$ cat src/rtl/rambit_bist_pkg.sv
// Shared types and March C- element tables for the RAM BIST engine.
package rambit_bist_pkg;

  typedef enum logic [1:0] {
    S_IDLE,
    S_RUN,
    S_DRAIN,
    S_DONE
  } state_e;

  localparam logic [2:0] E0 = 3'd0;
  localparam logic [2:0] E1 = 3'd1;
  localparam logic [2:0] E2 = 3'd2;
  localparam logic [2:0] E3 = 3'd3;
  localparam logic [2:0] E4 = 3'd4;
  localparam logic [2:0] E5 = 3'd5;

  // Per-element properties, bit k describes element Ek (bits 6..7 unused).
  localparam logic [7:0] ELEM_RD   = 8'b0011_1110;  // element reads
  localparam logic [7:0] ELEM_WR   = 8'b0001_1111;  // element writes
  localparam logic [7:0] ELEM_WVAL = 8'b0000_1010;  // value written (solid)
  localparam logic [7:0] ELEM_EXP  = 8'b0001_0100;  // value expected (solid)
  localparam logic [7:0] ELEM_UP   = 8'b0010_0111;  // 1 = ascending order

endpackage

$ cat src/rtl/rambit_bist.sv
// March C- BIST engine: drives the RAM port, checks read data one cycle later,
// and latches the first miscompare.
module rambit_bist
  import rambit_bist_pkg::*;
#(
  parameter int DW = 16,
  parameter int AW = 8
) (
  input  logic          clk,
  input  logic          rst,
  input  logic          start,
  output logic          busy,
  output logic          done,
  output logic          fail,
  output logic [AW-1:0] fail_addr,
  output logic [2:0]    fail_elem,
  output logic          mem_ce,
  output logic [DW-1:0] mem_we,
  output logic [AW-1:0] mem_addr,
  output logic [DW-1:0] mem_din,
  input  logic [DW-1:0] mem_dout
);

  state_e        state, state_d;
  logic [2:0]    elem, elem_d;
  logic          busy_d, done_d, fail_d;
  logic [AW-1:0] fail_addr_d;
  logic [2:0]    fail_elem_d;
  logic          ce_d;
  logic [DW-1:0] we_d, din_d;
  logic [AW-1:0] addr_d;
  logic          chk_vld, chk_vld_d, chk_exp, chk_exp_d;
  logic [AW-1:0] chk_addr, chk_addr_d;
  logic [2:0]    chk_elem, chk_elem_d;

  logic          issue;
  logic [2:0]    issue_elem, next_elem;
  logic [AW-1:0] issue_addr, last_addr;
  logic          miscmp;

  assign miscmp    = chk_vld && (mem_dout != {DW{chk_exp}});
  assign last_addr = ELEM_UP[elem] ? '1 : '0;
  assign next_elem = elem + 3'd1;

  // NOTE: every combinational output gets a default first so no latch is inferred.
  always_comb begin
    state_d     = state;
    busy_d      = busy;
    done_d      = done;
    fail_d      = fail;
    fail_addr_d = fail_addr;
    fail_elem_d = fail_elem;
    issue       = 1'b0;
    issue_elem  = E0;
    issue_addr  = '0;
    ce_d        = 1'b0;
    we_d        = '0;
    din_d       = '0;
    addr_d      = '0;
    elem_d      = E0;

    // Capture what the read now on the port should return.
    chk_vld_d  = (state == S_RUN) && ELEM_RD[elem];
    chk_exp_d  = ELEM_EXP[elem];
    chk_addr_d = mem_addr;
    chk_elem_d = elem;

    if (miscmp && !fail) begin
      fail_d      = 1'b1;
      fail_addr_d = chk_addr;
      fail_elem_d = chk_elem;
    end

    unique case (state)
      S_IDLE, S_DONE: begin
        if (start) begin
          state_d     = S_RUN;
          busy_d      = 1'b1;
          done_d      = 1'b0;
          fail_d      = 1'b0;
          fail_addr_d = '0;
          fail_elem_d = '0;
          issue       = 1'b1;
        end
      end
      S_RUN: begin
        if (mem_addr != last_addr) begin
          issue      = 1'b1;
          issue_elem = elem;
          issue_addr = ELEM_UP[elem] ? mem_addr + AW'(1) : mem_addr - AW'(1);
        end else if (elem == E5) begin
          state_d = S_DRAIN;
        end else begin
          // Element boundary: jump straight to the next element's first address.
          issue      = 1'b1;
          issue_elem = next_elem;
          issue_addr = ELEM_UP[next_elem] ? '0 : '1;
        end
      end
      S_DRAIN: begin
        state_d = S_DONE;
        busy_d  = 1'b0;
        done_d  = 1'b1;
      end
      default: state_d = S_IDLE;
    endcase

    if (issue) begin
      ce_d   = 1'b1;
      we_d   = {DW{ELEM_WR[issue_elem]}};
      din_d  = {DW{ELEM_WVAL[issue_elem]}};
      addr_d = issue_addr;
      elem_d = issue_elem;
    end
  end

  // NOTE: sequential state uses non-blocking assignment so all flops update together.
  always_ff @(posedge clk) begin
    if (rst) begin
      state     <= S_IDLE;
      elem      <= E0;
      busy      <= 1'b0;
      done      <= 1'b0;
      fail      <= 1'b0;
      fail_addr <= '0;
      fail_elem <= '0;
      mem_ce    <= 1'b0;
      mem_we    <= '0;
      mem_addr  <= '0;
      mem_din   <= '0;
      chk_vld   <= 1'b0;
      chk_exp   <= 1'b0;
      chk_addr  <= '0;
      chk_elem  <= '0;
    end else begin
      state     <= state_d;
      elem      <= elem_d;
      busy      <= busy_d;
      done      <= done_d;
      fail      <= fail_d;
      fail_addr <= fail_addr_d;
      fail_elem <= fail_elem_d;
      mem_ce    <= ce_d;
      mem_we    <= we_d;
      mem_addr  <= addr_d;
      mem_din   <= din_d;
      chk_vld   <= chk_vld_d;
      chk_exp   <= chk_exp_d;
      chk_addr  <= chk_addr_d;
      chk_elem  <= chk_elem_d;
    end
  end

endmodule
$ cat config.mk
export PLATFORM = sky130hd
export DESIGN_NAME = rambit_bist
export DESIGN_NICKNAME = d
export VERILOG_FILES = /design/src/rtl/rambit_bist_pkg.sv /design/src/rtl/rambit_bist.sv
export SDC_FILE = /design/constraint.sdc
export NUM_CORES = 1
export LEC_CHECK = 0
export BUFFER_PORTS_ARGS = -buffer_cell sky130_fd_sc_hd__buf_2
export CORE_MARGIN = 4
export CORE_UTILIZATION = 35
export DETAILED_ROUTE_END_ITERATION = 6
export PLACE_DENSITY = 0.61
export SYNTH_ARGS = -nofsm -noshare
export SYNTH_HDL_FRONTEND = slang
export SYNTH_SLANG_ARGS = --single-unit
$ cat constraint.sdc
create_clock -name clk -period 2.7 [get_ports clk]
set_clock_uncertainty 0.05 [all_clocks]
set_input_delay 0.135 -clock clk [delete_from_list [all_inputs] [get_ports clk]]
set_output_delay 0.135 -clock clk [all_outputs]
set_load 0.01 [all_outputs]
==> results.toml <==
[worst_setup_path]
critical_path.max_stage_delay_ps = 400
worstSetupPathType = "register to register"
critPathLaunchType = "register"
crit_chain = "inv_1 -> ha_1 -> and4_2 -> o2111a_2 -> nand2_1 -> or3_1 -> a21oi_1"
critPathArrivalTime_ps = 2560
cpMaxStageDelayCell = "dfxtp_1"
cp_max_fo = 15
rrSetupSlack_ps = 310
worst_setup_path_end_kind = "register"
required_ps = 2870

[global_routing]
grt_pass1_wl_um = 7190
grt_pass1_vias = 1603
grt_max_degree = 24
grt_overflow = 0
grt_use_total_pct = 11.3
antenna_found_initial = 0

[floorplanning]
coreArea_um2 = 6350
io_pins = 74
chipHeight_um = 89.0
die_w_um = 89.0
dieArea_um2 = 7930
rows = 29
start_util_pct = 36.2

[logic_synthesis]
synth_compound_area_share_pct = 14.1
synth.top_cell.area_share_pct = 39.2
synthMuxAreaShare_pct = 5.28
ys_seq_elements = 45
synth.distinct_cells = 47
yosys-top-cells-area = "dfxtp_1 (39%), buf_4 (9.8%), nand2_1 (5.4%), ha_1 (4.9%), mux2i_1 (4.8%)"
synth_top_area_cell = "dfxtp_1"
synth_top_family_by_area = "simple AND/OR/NAND/NOR gates"
yosys_warnings = 0
synth_adder_area_share_pct = 5.77
yosys.area_share.xor_xnor_pct = 1.91
synthFlopType = "dfxtp_1"
synthCells = 253
yosys.area_share.simple_pct = 20.4
synth.cell_area_um2 = 2300
synth_enable_flop_cells = 0
synthArstFlopShare_pct = 0
synth_seq_area_share_pct = 39.2
synth_area_per_cell_um2 = 9.08
synth_fp_nets = 282

[layout]
antenna_cells = 0
num-nets-final = 322
layout_common_cells = "buf_2 (73), dfxtp_1 (45), nand2_1 (33), a21oi_1 (16), nor2_1 (13)"
final_common_cell = "buf_2"
syn_to_final_growth_pct = 14.0
post_route_cells_drive_above_1_share_pct = 31.0
fillers = 598

[timing]
hold_viol = 0
setup_viol = 0
finalCritPeriodShare_pct = 88.6
max_freq_mhz = 418
fin_tns_setup_ps = 0
max_slew_margin_pct = 27.2
period_needed_ps = 2390
worst-slew-pin-transition_ps = 1090
rsz0062_at_grt = "false"
final_max_slew_viol_count = 0

[route]
drt_pass1_iterations = 4
via_per_inst = 4.84
drcViolationCount = 0
num_vias = 1797
drt_iter0_drc = 113
antenna_left = 0
wl_per_cell_um = 12.0
wirelength_um = 4450

[power_and_ir_drop]
total_power_mw = 1.81
leakage_nw = 1.18
ir_drop_mv = 0.406
power.density_nw_per_um2 = 690

[cts]
h-tree-depth = 2
post_cts.repair.setup_buffers = 0
clk_path_buf_depth = 2
root_buffer = "clkbuf_8"
cts_buffers = 5
cts_tree = "done"
clock_latency_ps = 290
cts_hold_buf = 0
cts.sinks = 45
clk_pin_slew_ps = 80
post_cts_resize_count = 0

[place]
hpwl_um = 3410
place.gp.congestion = 0.799
io_buffers = 73

[outcome]
status = "finished, final reports clean"

[run]
cap_violations = 0

[worst_hold_path]
hold_path_class = "input port to register"
-- registers in the layout (all words and copies together) (netlist names), named ones only --
signal and cells:
fail 1, chk_elem 3, chk_elem_d 3, last_addr 1
mem_we 1, mem_addr 8, busy 1, chk_vld 1
state 2, fail_addr 8, done 1, mem_ce 1
fail_elem 3, mem_din 1, chk_exp 1, chk_addr 8
-- path summary, 6_finish.rpt --
path,start,endpoint,depth (start not counted)
setup / recovery,last_addr[0]$_DFF_P_,chk_elem_d[1]$_SDFF_PP0_,7
hold / removal,start,state[1]$_SDFFE_PP0P_,3
setup reg to reg,last_addr[0]$_DFF_P_,chk_elem_d[1]$_SDFF_PP0_,7
hold reg to reg,chk_addr[7]$_SDFF_PP0_,fail_addr[7]$_SDFF_PP0_,2
-- worst max-delay path: cells and delay by family (launching register included) --
kind            cells  cell delay (ps)
simple gates        3              790
buf+inv             1              170
fa+ha+maj           1              390
compound gates      2              500
flops               1              400
-- Yosys cell counts (2+ instances only) --
cell	number
dfxtp_1	45
nand2_1	33
buf_4	30
a21oi_1	16
nor2_1	13
nor2b_1	12
mux2i_1	11
ha_1	9
clkbuf_1	6
inv_1	6
o21ai_0	6
nor3_1	5
nor4_1	5
o21a_1	5
a211oi_1	4
nand4_1	4
nand3_1	3
xnor2_1	3
and3_1	2
buf_2	2
buf_6	2
nand2b_1	2
nor3b_1	2
o21bai_1	2
or3_1	2
xor2_1	2
-- metrics by stage --
step / setup slack, ps / cell area, um^2 / utilization, % / instances / hold WS, ps
global route: 137 / 2620 / 41.3 / 371 / 150
floorplan: 659 / 2300 / - / 253 / 289
detailed placement: 349 / 2490 / 39.2 / 363 / 381
global placement: 417 / 2490 / 39.2 / 363 / 380
finish: 309 / 2620 / 41.3 / 371 / 160
CTS: 319 / 2620 / 41.3 / 371 / 145
-- routing by layer --
layer,share of wire [%],track usage (%),vias to the layer above
li1,-,-,932
met1,45,13.8,808
met2,46,19.2,48
met3,6.4,2.21,9
met4,2.6,5.14,0
met5,0,0,-
-- final cells by class --
cell class	count	area, um^2	area share (%)
Sequential cell	45	901	34.4
Multi-Input combinational cell	161	1090	41.8
Timing Repair Buffer	74	373	14.2
Inverter	6	22.5	0.859
Clock buffer	5	68.8	2.63
Clock inverter	3	65.1	2.48
Tap cell	77	96.3	3.68
-- kinds of logic (layout without fill, tap and decap cells) --
logic type / Yosys count / count (layout)
xor+xnor: 5 / 5
compound gates: 44 / 44
simple gates: 90 / 90
mux: 12 / 12
fa+ha+maj: 10 / 10
flops: 45 / 45
buf+inv: 47 / 88
-- where the power goes --
| part | switching (mW) | internal, mW | leakage (nW) | total [mW] |
|---|---|---|---|---|
| combinational | 0.268 | 0.189 | 0.747 | 0.457 |
| sequential | 0.0520 | 0.710 | 0.364 | 0.762 |
| clock | 0.222 | 0.367 | 0.0681 | 0.589 |
| total | 0.541 | 1.27 | 1.18 | 1.81 |
(Power assumes the default switching activity.)
